$ cat src/rtl/morph_pkg.sv
// Shared encodings for the binary morphology filter: frame modes,
// per-stage operations and the mode-to-operation mapping.
package morph_pkg;

    localparam logic [2:0] MODE_BYPASS = 3'd0;
    localparam logic [2:0] MODE_ERODE  = 3'd1;
    localparam logic [2:0] MODE_DILATE = 3'd2;
    localparam logic [2:0] MODE_OPEN   = 3'd3;
    localparam logic [2:0] MODE_CLOSE  = 3'd4;

    localparam int STAGE_LAT = 3;

    typedef enum logic [1:0] {
        OP_PASS   = 2'd0,
        OP_ERODE  = 2'd1,
        OP_DILATE = 2'd2
    } op_e;

    typedef struct packed {
        op_e op0;
        op_e op1;
    } ops_t;

    function automatic ops_t mode_to_ops(input logic [2:0] mode);
        ops_t o;
        o.op0 = OP_PASS;
        o.op1 = OP_PASS;
        case (mode)
            MODE_ERODE:  o.op0 = OP_ERODE;
            MODE_DILATE: o.op0 = OP_DILATE;
            MODE_OPEN: begin
                o.op0 = OP_ERODE;
                o.op1 = OP_DILATE;
            end
            MODE_CLOSE: begin
                o.op0 = OP_DILATE;
                o.op1 = OP_ERODE;
            end
            default: ;
        endcase
        return o;
    endfunction

endpackage

$ cat src/rtl/morph_3x3_stage.sv
// One 3x3 binary morphology stage: two line buffers, stream counters,
// window with neutral-tap padding, op mux and a matching sync delay line.
module morph_3x3_stage
    import morph_pkg::*;
#(
    parameter int IMG_HDISP = 640,
    parameter int IMG_VDISP = 480,
    parameter int CW        = 10
) (
    input  logic       clk,
    input  logic       rst_n,
    input  logic [1:0] op,
    input  logic       vsync,
    input  logic       href,
    input  logic       clken,
    input  logic       din,
    output logic       post_vsync,
    output logic       post_href,
    output logic       post_clken,
    output logic       post_bit,
    output logic       line_bad
);

    localparam int AW = (IMG_HDISP > 1) ? $clog2(IMG_HDISP) : 1;
    localparam logic [CW-1:0] HMAX = CW'(IMG_HDISP);
    localparam logic [CW-1:0] VMAX = CW'(IMG_VDISP);

    logic lb1 [IMG_HDISP];
    logic lb2 [IMG_HDISP];

    logic [CW-1:0]        col, row;
    logic                 vs_d, hs_d;
    logic [2:0]           c0, c1, c2;
    logic                 b1, res, pix_q;
    logic [STAGE_LAT-1:0] vs_p, hs_p, ck_p;

    logic          en, in_range, vs_rise, hs_fall;
    logic          neutral, r1, r2;
    logic [AW-1:0] idx;
    logic [8:0]    win;

    assign en       = href & clken;
    assign in_range = col < HMAX;
    assign vs_rise  = vsync & ~vs_d;
    assign hs_fall  = hs_d & ~href;
    assign neutral  = (op == OP_ERODE);
    assign idx      = col[AW-1:0];
    assign win      = {c2, c1, c0};
    assign line_bad = hs_fall && (col != HMAX);

    // Rows above the frame top read the neutral element, never stale data.
    assign r1 = (in_range && row >= CW'(1)) ? lb1[idx] : neutral;
    assign r2 = (in_range && row >= CW'(2)) ? lb2[idx] : neutral;

    always_ff @(posedge clk) begin
        if (en && in_range) begin
            lb1[idx] <= din;
            lb2[idx] <= lb1[idx];
        end
    end

    always_ff @(posedge clk or negedge rst_n) begin
        if (!rst_n) begin
            vs_d <= 1'b0;
            hs_d <= 1'b0;
            col  <= '0;
            row  <= '0;
        end else begin
            vs_d <= vsync;
            hs_d <= href;
            if (vs_rise)
                row <= '0;
            else if (hs_fall && row != VMAX)
                row <= row + CW'(1);
            if (hs_fall)
                col <= '0;
            else if (en && col != '1)
                col <= col + CW'(1);
        end
    end

    // Older columns left of the frame edge are replaced by neutral taps.
    always_ff @(posedge clk or negedge rst_n) begin
        if (!rst_n) begin
            c0 <= '0;
            c1 <= '0;
            c2 <= '0;
        end else if (en) begin
            c0 <= {r2, r1, din};
            c1 <= (col == '0) ? {3{neutral}} : c0;
            c2 <= (col <= CW'(1)) ? {3{neutral}} : c1;
        end
    end

    always_ff @(posedge clk or negedge rst_n) begin
        if (!rst_n) begin
            b1    <= 1'b0;
            res   <= 1'b0;
            pix_q <= 1'b0;
            vs_p  <= '0;
            hs_p  <= '0;
            ck_p  <= '0;
        end else begin
            b1 <= din;
            case (op)
                OP_ERODE:  res <= &win;
                OP_DILATE: res <= |win;
                default:   res <= b1;
            endcase
            pix_q <= res;
            vs_p  <= {vs_p[STAGE_LAT-2:0], vsync};
            hs_p  <= {hs_p[STAGE_LAT-2:0], href};
            ck_p  <= {ck_p[STAGE_LAT-2:0], clken};
        end
    end

    assign post_vsync = vs_p[STAGE_LAT-1];
    assign post_href  = hs_p[STAGE_LAT-1];
    assign post_clken = ck_p[STAGE_LAT-1];
    assign post_bit   = pix_q;

endmodule

$ cat src/rtl/morph_filter.sv
// Runtime-configurable binary morphology: per-frame mode latch, two
// cascaded 3x3 stages and a sticky per-frame line-length error flag.
module morph_filter
    import morph_pkg::*;
#(
    parameter int IMG_HDISP = 640,
    parameter int IMG_VDISP = 480,
    parameter int CW        = 10
) (
    input  logic       clk,
    input  logic       rst_n,
    input  logic [2:0] cfg_mode,
    input  logic       per_frame_vsync,
    input  logic       per_frame_href,
    input  logic       per_frame_clken,
    input  logic       per_img_Bit,
    output logic       post_frame_vsync,
    output logic       post_frame_href,
    output logic       post_frame_clken,
    output logic       post_img_Bit,
    output logic [2:0] mode_active,
    output logic       line_len_err
);

    logic       vs_d, vs_rise, err_q;
    logic [2:0] mode_q;
    ops_t       ops;
    logic       s0_vs, s0_hs, s0_ck, s0_bit;
    logic       bad0, unused_bad1;

    assign vs_rise = per_frame_vsync & ~vs_d;
    assign ops     = mode_to_ops(mode_q);

    always_ff @(posedge clk or negedge rst_n) begin
        if (!rst_n) begin
            vs_d   <= 1'b0;
            mode_q <= MODE_BYPASS;
            err_q  <= 1'b0;
        end else begin
            vs_d <= per_frame_vsync;
            if (vs_rise) begin
                mode_q <= (cfg_mode > MODE_CLOSE) ? MODE_BYPASS : cfg_mode;
                err_q  <= 1'b0;
            end else if (bad0) begin
                err_q <= 1'b1;
            end
        end
    end

    assign mode_active  = mode_q;
    assign line_len_err = err_q;

    morph_3x3_stage #(
        .IMG_HDISP(IMG_HDISP),
        .IMG_VDISP(IMG_VDISP),
        .CW       (CW)
    ) u_stage0 (
        .clk       (clk),
        .rst_n     (rst_n),
        .op        (ops.op0),
        .vsync     (per_frame_vsync),
        .href      (per_frame_href),
        .clken     (per_frame_clken),
        .din       (per_img_Bit),
        .post_vsync(s0_vs),
        .post_href (s0_hs),
        .post_clken(s0_ck),
        .post_bit  (s0_bit),
        .line_bad  (bad0)
    );

    // Stage 1 sees the same line lengths three clocks later; its flag is redundant.
    morph_3x3_stage #(
        .IMG_HDISP(IMG_HDISP),
        .IMG_VDISP(IMG_VDISP),
        .CW       (CW)
    ) u_stage1 (
        .clk       (clk),
        .rst_n     (rst_n),
        .op        (ops.op1),
        .vsync     (s0_vs),
        .href      (s0_hs),
        .clken     (s0_ck),
        .din       (s0_bit),
        .post_vsync(post_frame_vsync),
        .post_href (post_frame_href),
        .post_clken(post_frame_clken),
        .post_bit  (post_img_Bit),
        .line_bad  (unused_bad1)
    );

endmodule

$ cat config.mk
export PLATFORM = sky130hd
export DESIGN_NAME = morph_filter
export DESIGN_NICKNAME = d
export VERILOG_FILES = /design/src/rtl/morph_pkg.sv /design/src/rtl/morph_3x3_stage.sv /design/src/rtl/morph_filter.sv
export SDC_FILE = /design/constraint.sdc
export NUM_CORES = 2
export LEC_CHECK = 0
export ABC_AREA = 0
export BUFFER_PORTS_ARGS = -buffer_cell sky130_fd_sc_hd__buf_2
export CAP_MARGIN = 20
export CORE_ASPECT_RATIO = 1.1
export CORE_MARGIN = 4
export CORE_UTILIZATION = 25
export CTS_BUF_LIST = sky130_fd_sc_hd__clkbuf_16
export DETAILED_ROUTE_END_ITERATION = 6
export HOLD_SLACK_MARGIN = 0.08
export SKIP_CTS_REPAIR_TIMING = 1
export SLEW_MARGIN = 20
export SYNTH_ARGS = -nofsm -noshare
export SYNTH_HDL_FRONTEND = slang
export SYNTH_SLANG_ARGS = --single-unit
$ cat constraint.sdc
create_clock -name clk -period 25.2 [get_ports clk]
set_input_delay 2.52 -clock clk [delete_from_list [all_inputs] [get_ports clk]]
set_output_delay 2.52 -clock clk [all_outputs]
set_load 0.05 [all_outputs]
==> run_results.csv <==
group,metric,value,unit
power_and_ir_drop,finalPower,9.978,mW
sta,fin_crit_sh,34.66,%
clock_network,root_buffer,"clkbuf_16",
sta,finalHoldViolCount,0,
synthesis,async_flop_share,3.250,%
grt,antenna_found_initial,5,
critical_path,cp.arrival,9.08,ns
synthesis,yosysTopAreaCell,"edfxtp_1",
outcome,violations,"design-rule violations",
placement,place_area,0.1145,sq mm
synthesis,yosysMostFrequentCell,"edfxtp_1",
synthesis,netlist_area,0.1082,sq mm
floorplanning,dieWidth,635.3,um
cells_and_area,area_growth,12.82,%
critical_path,critical_path.endpoint_type,"register",
synthesis,synth-seq-cells,2646,
power_and_ir_drop,pwr-share-clk,35.7,%
critical_path,crit_type,"reg -> reg",
synthesis,ys_warn_count,0,
sta,final_max_slew_viol_count,0,
cells_and_area,drive_gt1_share,10.22,%
sta,setup_violations,0,
detailed_routing,ant_nets,0,
clock_network,cts.clk_slew.worst_paths,0.07,ns
floorplanning,die_h,698.1,um
synthesis,synthTopCellsByArea,"edfxtp_1 71%, mux2i_1 10%, nor2_1 4.7%",
critical_path,worstSetupStartpointType,"register",
hold_path,hp-class,"reg -> reg",
placement,dp_slack,16.50,ns
power_and_ir_drop,pwr_density_cell,81.71,mW/mm^2
power_and_ir_drop,leakagePower,37.15,nW
cells_and_area,multi_input_area,0.02661,sq mm
grt,grt_use_total,13.45,%
detailed_routing,wl_per_cell,24.42,um
critical_path,critPathMaxStageDelay,1.10,ns
floorplanning,start_util,25.08,%
placement,hpwl,176.5,mm
critical_path,critPathRequiredTime,25.54,ns
cells_and_area,fillers,42931,
placement,gp_congestion,0.8194,
floorplanning,fp.coreArea,0.4315,sq mm
sta,fin_setup_tns,0,ns
synthesis,synthCells,7047,
power_and_ir_drop,intPower,7.534,mW
detailed_routing,dr.pass1.iters,7,
detailed_routing,drc_errors,1,
synthesis,synth_nets,7078,
synthesis,synth.top_cell.area_share,71.03,%
power_and_ir_drop,pwr-share-seq,52.1,%
grt,gr-total-overflow,0,
sta,finalClockSkew,0.04641,ns
synthesis,ys.flop_type,"edfxtp_1",
outcome,outcome,"finished, violations left",
clock_network,cts_tree,"yes",
cells_and_area,seqCellArea,0.07904,sq mm
synthesis,ys_seq_area_share,73.02,%
synthesis,synth_common_cells,"2560 x edfxtp_1, 1364 x nor2_1, 1079 x mux2i_1, 476 x o22ai_1, 311 x clkbuf_1",
clock_network,clkLatencyLatePin,0.89,ns
sta,finalWorstSetupSlack,16.47,ns
power_and_ir_drop,p_sw,2.443,mW
clock_network,htreeDepth,4,
floorplanning,top_level_ports,17,
critical_path,crit_top_cell,"buf_12",
floorplanning,rows,253,
cells_and_area,fin_area,0.1221,sq mm
sta,fmax,114.5,MHz
power_and_ir_drop,swShare,24.49,%
synthesis,synth.distinct_cells,66,
placement,io_buffers,16,
run,drv_cap,0,
grt,grt_pass1_vias,63469,
critical_path,worstPathMaxFanout,236,
power_and_ir_drop,p_comb_share,12.2,%
grt,grt_pass1_wl,444.5,mm
synthesis,synth-edff-count,2560,
critical_path,worst_path_max_delay_cell,"dfrtp_4",
sta,worstMarginPinSlew,1.214,ns
cells_and_area,finalNetCount,6948,
detailed_routing,vias_per_cell,4.888,
clock_network,cts_buffers,229,
clock_network,cts_buffer_depth,4,
floorplanning,die-area,0.4435,sq mm
sta,rsz0062_at_grt,"no",
cells_and_area,layout.cells.non_filler,12841,
placement,place_inst,12421,
synthesis,syn_area_per_cell,15.36,sq um
power_and_ir_drop,ir_drop,0.09756,mV
clock_network,clock_sinks,2646,
grt,grt_max_degree,299,
detailed_routing,vias,62772,
critical_path,path_cells,"buf_12, buf_4, buf_12, buf_4, mux2i_1, o22ai_1, nor4_1, o2111ai_1, o31ai_1, a31oi_1, a311oi_1, nand2b_4, buf_12, buf_12",
sta,fin_crit,8.734,ns
sta,slew_headroom,19.09,%
detailed_routing,wirelength,313.6,mm
detailed_routing,drtIter0Drc,7976,
[power by group through the flow]
stage,clock network (mW),registers [mW],logic [mW]
after global placement,0,5.29,1.18
after floorplan,0,5.51,0.833
after detailed placement,0,5.30,1.21
after CTS,3.61,5.20,1.21
final,3.56,5.20,1.22
after global routing,3.77,5.20,1.29
[metal layers]
layer,wire length (um),global-route usage (%)
met5,12,0
met3,26620,2.208
met4,13130,5.241
met2,152900,22.77
met1,120900,17.16
[kinds of logic after synthesis]
family | count (synthesis) | synth area share (%)
AO/OA/AOI/OAI | 699 | 4.205
adder cells (fa/ha/maj) | 22 | 0.2543
buffers and inverters | 591 | 2.710
XOR/XNOR | 32 | 0.2590
AND/OR/NAND/NOR | 1864 | 7.277
flip-flops | 2646 | 73.02
multiplexers | 1193 | 12.28
[flip-flops by register name, indices dropped and copies added (netlist names), 3 cells and up]
| register | flops |
|---|---|
| u_stage0.hs_p | 3 |
| u_stage1.hs_p | 3 |
| u_stage0.lb1 | 640 |
| mode_active | 3 |
| u_stage0.c0 | 3 |
| u_stage1.ck_p | 3 |
| u_stage1.lb2 | 640 |
| u_stage1.lb1 | 640 |
| u_stage1.c0 | 3 |
| u_stage1.col | 10 |
| u_stage1.vs_p | 3 |
| u_stage0.lb2 | 640 |
| u_stage1.c2 | 3 |
| u_stage1.row | 10 |
| u_stage0.row | 10 |
| u_stage0.c2 | 3 |
| u_stage0.col | 10 |
| u_stage0.ck_p | 3 |
| u_stage0.c1 | 3 |
| u_stage0.vs_p | 3 |
| u_stage1.c1 | 3 |
[metrics by stage]
stage / util [%] / hold WS (ns)
after detailed placement: 26.54 / 0.3347
after global placement: 26.53 / 0.3340
after floorplan: - / 0.3312
after global routing: 28.30 / 0.3570
after CTS: 28.27 / 0.3491
final: 28.30 / 0.3484
[layout make-up]
class / count / share of cell area (%)
well taps: 5737 / 5.879
repair buffers: 209 / 1.416
multi-input cells: 3810 / 21.79
flip-flops and latches: 2646 / 64.73
clock buffers: 232 / 4.755
diodes: 2 / 0.004099
inverters: 21 / 0.06456
clock inverters: 184 / 1.359
[final timing paths]
path | from | end | slack, ns | cells past startpoint
min in group asynchronous | rst_n | u_stage0.row[7] | 1.61 | 1
worst min-delay path | u_stage0.vs_p[1] | u_stage0.vs_p[2] | 0.35 | 0
worst min register to register | u_stage0.vs_p[1] | u_stage0.vs_p[2] | 0.35 | 0
worst max-delay path | u_stage1.col[0] | u_stage1.lb2[242] | 16.47 | 14
worst max register to register | u_stage1.col[0] | u_stage1.lb2[242] | 16.47 | 14
max in group asynchronous | rst_n | u_stage1.col[1] | 22.35 | 2
[critical path: cells and delay by family, from the launching register on]
kind / cells / cell delay (ns)
flops: 1 / 1.10
simple gates: 2 / 0.91
compound gates: 5 / 1.81
mux: 1 / 0.28
buf+inv: 6 / 3.28
[cell usage in the layout (no fill, tap or decap), drive strengths merged, types with 22 or more instances in the layout]
master and n:
a22oi 28, nor3 57, o22ai 476, nand2 171
mux4 107, inv 70, dfrtp 86, nand4 28
edfxtp 2560, clkinv 88, nor4 103, ha 22
o2111ai 27, o22a 22, mux2i 1079, nand3 42
nor2 1364, clkbuf 232, buf 209, o21ai 63
bufinv 32
(Power assumes the default switching activity.)
